[src/rtl/rr_slave_arbiter.sv]
// rr_slave_arbiter: two-master round-robin arbiter in front of a single slave port with per-transaction timeout
module rr_slave_arbiter #(
  parameter int DATA_W  = 32,
  parameter int TIMEOUT = 255
) (
  input  logic              clk,
  input  logic              rst,
  input  logic              m0_req,
  input  logic              m0_cmd,
  input  logic [DATA_W-1:0] m0_wdata,
  output logic              m0_ack,
  output logic [DATA_W-1:0] m0_rdata,
  input  logic              m1_req,
  input  logic              m1_cmd,
  input  logic [DATA_W-1:0] m1_wdata,
  output logic              m1_ack,
  output logic [DATA_W-1:0] m1_rdata,
  output logic              slave_req,
  output logic              slave_cmd,
  output logic [DATA_W-1:0] slave_wdata,
  input  logic              slave_ack,
  input  logic [DATA_W-1:0] slave_rdata,
  output logic              busy,
  output logic              timeout_err
);
  typedef enum logic [1:0] {IDLE, GRANT, WAIT_LOW, DONE} state_t;
  state_t            state_q, state_d;
  logic              ptr_q, ptr_d, win_q, win_d;
  logic [7:0]        cnt_q, cnt_d;
  logic              sreq_q, sreq_d, scmd_q, scmd_d;
  logic [DATA_W-1:0] swd_q, swd_d, rd0_q, rd0_d, rd1_q, rd1_d, rdv;
  logic              ack0_q, ack1_q, busy_q, err_q, err_d, ld, tmo;
  always_comb begin
    state_d = state_q;
    ptr_d   = ptr_q;
    win_d   = win_q;
    cnt_d   = cnt_q;
    sreq_d  = sreq_q;
    scmd_d  = scmd_q;
    swd_d   = swd_q;
    err_d   = err_q;
    ld      = 1'b0;
    rdv     = slave_rdata;
    tmo     = 8'(cnt_q + 8'd1) == 8'(TIMEOUT);
    case (state_q)
      IDLE: if (!slave_ack && (m0_req || m1_req)) begin
        // m0 wins when alone or when m1 was served last
        win_d   = !(m0_req && (!m1_req || ptr_q));
        ptr_d   = win_d;
        scmd_d  = win_d ? m1_cmd : m0_cmd;
        swd_d   = win_d ? m1_wdata : m0_wdata;
        sreq_d  = 1'b1;
        cnt_d   = '0;
        state_d = GRANT;
      end
      GRANT, WAIT_LOW: begin
        cnt_d = cnt_q + 8'd1;
        if (tmo) begin
          sreq_d  = 1'b0;
          err_d   = 1'b1;
          ld      = !scmd_q;
          rdv     = '0;
          state_d = DONE;
        end else if (state_q == GRANT && slave_ack) begin
          sreq_d  = 1'b0;
          state_d = WAIT_LOW;
        end else if (state_q == WAIT_LOW && !slave_ack) begin
          ld      = !scmd_q;
          state_d = DONE;
        end
      end
      default: state_d = IDLE;
    endcase
    rd0_d = (ld && !win_q) ? rdv : rd0_q;
    rd1_d = (ld && win_q) ? rdv : rd1_q;
  end
  always_ff @(posedge clk or posedge rst) begin
    if (rst) begin
      state_q <= IDLE;
      ptr_q   <= 1'b1;
      win_q   <= 1'b0;
      cnt_q   <= '0;
      sreq_q  <= 1'b0;
      scmd_q  <= 1'b0;
      swd_q   <= '0;
      rd0_q   <= '0;
      rd1_q   <= '0;
      ack0_q  <= 1'b0;
      ack1_q  <= 1'b0;
      busy_q  <= 1'b0;
      err_q   <= 1'b0;
    end else begin
      state_q <= state_d;
      ptr_q   <= ptr_d;
      win_q   <= win_d;
      cnt_q   <= cnt_d;
      sreq_q  <= sreq_d;
      scmd_q  <= scmd_d;
      swd_q   <= swd_d;
      rd0_q   <= rd0_d;
      rd1_q   <= rd1_d;
      ack0_q  <= state_d == DONE && !win_d;
      ack1_q  <= state_d == DONE && win_d;
      busy_q  <= state_d != IDLE;
      err_q   <= err_d;
    end
  end
  assign m0_ack      = ack0_q;
  assign m1_ack      = ack1_q;
  assign m0_rdata    = rd0_q;
  assign m1_rdata    = rd1_q;
  assign slave_req   = sreq_q;
  assign slave_cmd   = scmd_q;
  assign slave_wdata = swd_q;
  assign busy        = busy_q;
  assign timeout_err = err_q;
endmodule

[config.mk]
export PLATFORM = sky130hd
export DESIGN_NAME = rr_slave_arbiter
export DESIGN_NICKNAME = d
export VERILOG_FILES = /design/src/rtl/rr_slave_arbiter.sv
export SDC_FILE = /design/constraint.sdc
export NUM_CORES = 1
export LEC_CHECK = 0
export ABC_AREA = 1
export BUFFER_PORTS_ARGS = -buffer_cell sky130_fd_sc_hd__buf_2
export CORE_MARGIN = 5
export CORE_UTILIZATION = 49
export DETAILED_ROUTE_END_ITERATION = 12
export GPL_ROUTABILITY_DRIVEN = 0
export HOLD_SLACK_MARGIN = 0.05
export PLACE_DENSITY = 0.89
export SLEW_MARGIN = 20
export SYNTH_ARGS = -nofsm -noshare
export SYNTH_HDL_FRONTEND = slang
export SYNTH_SLANG_ARGS = --single-unit
[constraint.sdc]
create_clock -name clk -period 5.81 [get_ports clk]
set_input_delay 0.581 -clock clk [delete_from_list [all_inputs] [get_ports clk]]
set_output_delay 0.581 -clock clk [all_outputs]
set_load 0.05 [all_outputs]
## Word-level counts from Yosys, hierarchy flattened

Cells that the tools add are included.

- Output and inout bits: 102
- Logic and storage cells: 65
- Memory bits (read-only): 0
- Flip-flop bits (word level): 114
- Latch bits: 0
- RAM bits: 0
- Memories kept: 0

- Equal/unequal tests: 6
- Shifts and indexed selects: 0
- Add/sub/neg operators: 1
- Bitwise logic cells: 0
- Div/mod/pow operators: 0
- $mul: 0
- Order comparisons: 0
- Reduce and logical (&&, ||, !) cells: 24
- Muxes and demuxes: 21

Operators by type and width:

| cell | count |
|---|---|
| 2-to-1 mux 32 bit | 3 |
| one-hot mux 8 bit (2 select lines) | 1 |
| 2-to-1 mux 1 bit | 10 |
| adder 8 x 1 -> 8 bit (second input constant) | 1 |
| equality test 8 bit (second input constant) | 1 |
| logical AND 1 bit | 8 |
| 2-to-1 mux 2 bit | 4 |
| 2-to-1 mux 8 bit | 1 |
| zero test 1 bit | 6 |
| AND reduction 2 bit | 3 |
| equality test 2 bit (second input constant) | 2 |
| one-hot mux 2 bit (2 select lines) | 1 |
| nonzero test 2 bit | 2 |
| inequality test 3 bit (second input constant) | 1 |
| AND reduction 3 bit | 1 |
| equality test 2 x 1 -> 1 bit (second input constant) | 1 |
| zero test 2 bit | 1 |
| logical OR 1 bit | 2 |
| inequality test 2 bit (second input constant) | 1 |
| one-hot mux 1 bit (2 select lines) | 1 |
| OR reduction 2 bit | 1 |

## Depth between registers and ports, before layout

- Depth in word-level cells: 8
- Mapped depth: 13
- Depth with buffers taken out: 12

## Least setup slack after synthesis

No wires, ideal clock.

- Path kind: reg2reg
- Start point: register cnt_q[0]
- End point: register rd0_q[0] (netlist: m0_rdata[0])
- Data required time: 5692 ps
- Arrival: 1665 ps
- Stages on the path, launching flop included: 13
- Setup slack: 4027 ps
- Cell sequence: dfrtp_1 ha_1 nand2_1 nand2_1 nor2_1 nand3_1 nor2_4 nand2_2 nand2_1 nand3_1 buf_2 nand2_1 nand2_1

- Longest elaborated chain between the ends: 5
- Elaborated cells on any way between the ends: 7

RTL lines:

| element | RTL line | source |
|---|---|---|
| start: declaration | 29 | `logic [7:0] cnt_q, cnt_d;` |
| start signal: assignment | 96 | `cnt_q <= cnt_d;` |
| adder 8 x 1 -> 8 bit * | 44 | `tmo = 8'(cnt_q + 8'd1) == 8'(TIMEOUT);` |
| equality test 8 bit * | 44 |  |
| 2-to-1 mux 1 bit | 58 | `if (tmo) begin` |
| 2-to-1 mux 1 bit | 45 | `case (state_q)` |
| logical AND 1 bit | 74 | `rd0_d = (ld && !win_q) ? rdv : rd0_q;` |
| end signal: assignment | 100 | `rd0_q <= rd0_d;` |
| end: declaration | 31 | `logic [DATA_W-1:0] swd_q, swd_d, rd0_q, rd0_d, rd1_q, rd1_d, rdv;` |

Every way passes the cells marked *; elsewhere a longest branch is shown, timed or not.
A chain may end at the register's enable or synchronous reset.

## Final worst setup path

- Start point: register cnt_q[1]
- End point: register rd1_q[15] (netlist: m1_rdata[15])

- Longest elaborated chain between the ends: 5
- Elaborated cells on any way between the ends: 7

RTL lines:

| element | RTL line | source |
|---|---|---|
| adder 8 x 1 -> 8 bit * | 44 |  |
| equality test 8 bit * | 44 |  |
| 2-to-1 mux 1 bit | 58 |  |
| 2-to-1 mux 1 bit | 45 |  |
| logical AND 1 bit | 75 | `rd1_d = (ld && win_q) ? rdv : rd1_q;` |
| end signal: assignment | 101 | `rd1_q <= rd1_d;` |
| end: declaration | 31 |  |

Marked as above.

==> results by group <==
Outcome
  • Outcome: finished clean

STA
  • Total negative slack: 0 ns
  • Final setup viols: 0
  • Tightest Pin Transition: 0.876 ns
  • Hold Violations, Final: 0
  • Crit path time final: 2.41 ns
  • Unrepaired setup endpoints after global routing: false
  • Final period util: 41.6%
  • Skew final: 0.00909 ns
  • Pins Over Slew Limit: 0
  • F_max: 414 MHz
  • Rel. slew slack: 41.5%

Clocking
  • Worst skew pair latency: 0.49 ns
  • Post-CTS Setup Bufs: 0
  • Cts repair resizes: 0
  • CTS Hold Bufs: 0
  • Clk root buf: clkbuf_8
  • CTS tree: yes
  • CTS Buf Count: 17
  • Clk sinks: 114
  • Number of H-tree levels: 4
  • Worst-path clk slew: 0.06 ns
  • Clk buf depth: 2

Min path
  • Worst min path class: input pin to asynchronous set/reset pin

Final layout
  • Share of cells above drive strength 1: 29.5%
  • Number of diodes: 0
  • Final instance area: 0.00693 mm²
  • Syn-to-layout area delta: 29.4%
  • Post-layout nets: 957

Synthesis
  • Count leader, synth: nand2_1
  • Largest cells by area after synthesis: dfrtp_1, nand2_1, o21ai_0
  • Asr flop ratio synth: 100%
  • Synth Register Bits: 114
  • Cell count after synthesis: 653
  • Mapped Avg Cell Area: 8.20 µm²
  • Post-Syn Area: 0.00535 mm²
  • Post-synth EDFFs: 0
  • Post-synth top area share: 52.8%
  • Register area share after synthesis: 53.3%
  • Synth Flop Type: dfrtp_1
  • Synth top cells by count: nand2_1, dfrtp_1, o21ai_0
  • Yosys warning count: 0
  • Synth area leader: dfrtp_1
  • Cell variety after synth: 28
  • Mapped Nets: 762

Global routing
  • GRT Total Usage: 22.7%
  • Pin count of the biggest net entering global routing: 65
  • GR Overflow Total: 0
  • Initial antenna violation count: 0
  • Vias in the first global route: 4914
  • First-pass GRT wire length: 23.6 mm

Power
  • P_leak: 4.07 nW
  • Switching power: 2.12 mW
  • Combinational share of power: 46.1%
  • P_int: 2.23 mW
  • Seq pwr share: 29.4%
  • Max IR drop VDD: 419 µV
  • Clock Power Share: 24.5%
  • Pwr dens: 628 mW/mm²
  • Sw Ratio: 48.7%

Setup path
  • Reg-to-Reg End: m1_rdata[15]
  • Critical path peak fanout: 32
  • Crit path from: cnt_q[1]
  • Required time at the worst-slack endpoint: 6.19 ns
  • R2r setup slk: 3.40 ns
  • Worst reg2reg path startpoint: cnt_q[1]
  • Critical path class: register to register
  • Startpoint Class: register
  • CP arrival: 2.79 ns
  • Critical path endpoint category: register
  • R2R depth: 11

Die
  • Rows: 38
  • Core Region: 0.0108 mm²
  • Die footprint: 0.0131 mm²
  • Top Ports: 205
  • Initial core utilization: 49.6%
  • Die height: 115 µm
  • Die W: 115 µm

Drt
  • Number of detailed-route iterations in the first pass: 7
  • Via count: 5070
  • Final wirelength: 14.8 mm
  • Post-DR vias/cell: 5.08
  • Average wire per standard cell: 14.8 µm
  • Drt drc: 0
  • Final ANT Viol Nets: 0
  • DR iter-0 viols: 551

Placement
  • DP HPWL: 10.3 mm
  • DP Area: 0.00632 mm²
  • Number of buffers added on ports: 204

Run
  • Max cap viols: 0
[worst max-delay path, cell delays in order (launching register included)]
cell and delay [ns]:
dfrtp_1 0.43, ha_1 0.24, nand2_1 0.11, nand2_1 0.08
nor2_1 0.10, nand3_1 0.13, nor2_4 0.12, nand2_2 0.09
nand2_1 0.10, nand3_2 0.58, nand2_1 0.24, nand2_1 0.08
[cells in the final DEF, fill, tap and decap left out, types with 2 or more instances in the layout]
cell	instances
o22ai_1	4
nand2_2	2
buf_2	204
buf_4	7
nand2_1	229
o21ai_0	74
clkbuf_16	16
ha_1	6
clkinvlp_4	2
nand4_1	2
clkbuf_8	3
nor2_2	2
nand3_1	70
nor2_1	41
o21ai_1	2
inv_1	59
nand3_2	5
bufinv_16	4
dfrtp_1	113
clkinv_2	3
[cells by family (layout without fill, tap and decap cells)]
family	Yosys count	in the layout	synth area share [%]
and+or+nand+nor	353	353	27.4
DFF	114	114	53.3
buffers and inverters	96	302	9.66
AOI/OAI and AO/OA	84	84	8.16
adders and majority gates	6	6	1.40
[through the flow]
stage | instances | worst slack (ns) | hold slack, ns | utilization, % | power, mW
2_1_floorplan | 653 | 2.21 | 0.474 | - | 2.80
3_3_place_gp | 969 | 3.49 | 0.451 | 58.6 | 3.26
3_5_place_dp | 969 | 3.42 | 0.459 | 58.6 | 3.30
4_1_cts | 999 | 3.41 | 0.182 | 64.2 | 4.38
5_1_grt | 999 | 3.13 | 0.217 | 64.2 | 4.58
6_report | 999 | 3.40 | 0.183 | 64.2 | 4.35
[routing by layer]
| metal | wire length (µm) | GRT usage [%] |
|---|---|---|
| met5 | 0 | 0 |
| met3 | 1440 | 6.34 |
| met4 | 253 | 9.58 |
| met2 | 7020 | 36.9 |
| met1 | 6070 | 28.4 |
[power by group through the flow]
| stage | combinational, mW | clock [mW] | sequential (mW) |
|---|---|---|---|
| after floorplan | 0.550 | 0 | 2.25 |
| after global placement | 1.98 | 0 | 1.28 |
| after detailed placement | 2.01 | 0 | 1.28 |
| after CTS | 2.02 | 1.08 | 1.28 |
| after global routing | 2.14 | 1.12 | 1.32 |
| final | 2.00 | 1.07 | 1.28 |
[registers in the layout, summed over array words and instances, names as in the netlist]
signal       cells
busy             1
cnt_q            8
m0_ack           1
m0_rdata        32
m1_ack           1
m1_rdata        32
ptr_q            1
slave_cmd        1
slave_req        1
slave_wdata     32
state_q          2
timeout_err      1
win_q            1
[how the worst max path moves through the flow]
| stage | endpoint | slack (ns) | depth (start not counted) |
|---|---|---|---|
| after CTS | m1_rdata[22] | 3.41 | 11 |
| final | m1_rdata[15] | 3.40 | 11 |
| after global placement | m1_rdata[0] | 3.49 | 11 |
| after detailed placement | m1_rdata[22] | 3.42 | 11 |
| after floorplan | busy | 2.21 | 1 |
| after global routing | m0_ack | 3.13 | 10 |
[final cells by class]
type	count	area, µm²
Clock inverter	10	159
Tap cell	140	175
Clock buffer	20	445
Multi-Input combinational cell	443	1990
Fill cell	926	3870
Inverter	61	231
Timing Repair Buffer	211	1070
Sequential cell	114	2850
Power figures use the tool's default switching activity.
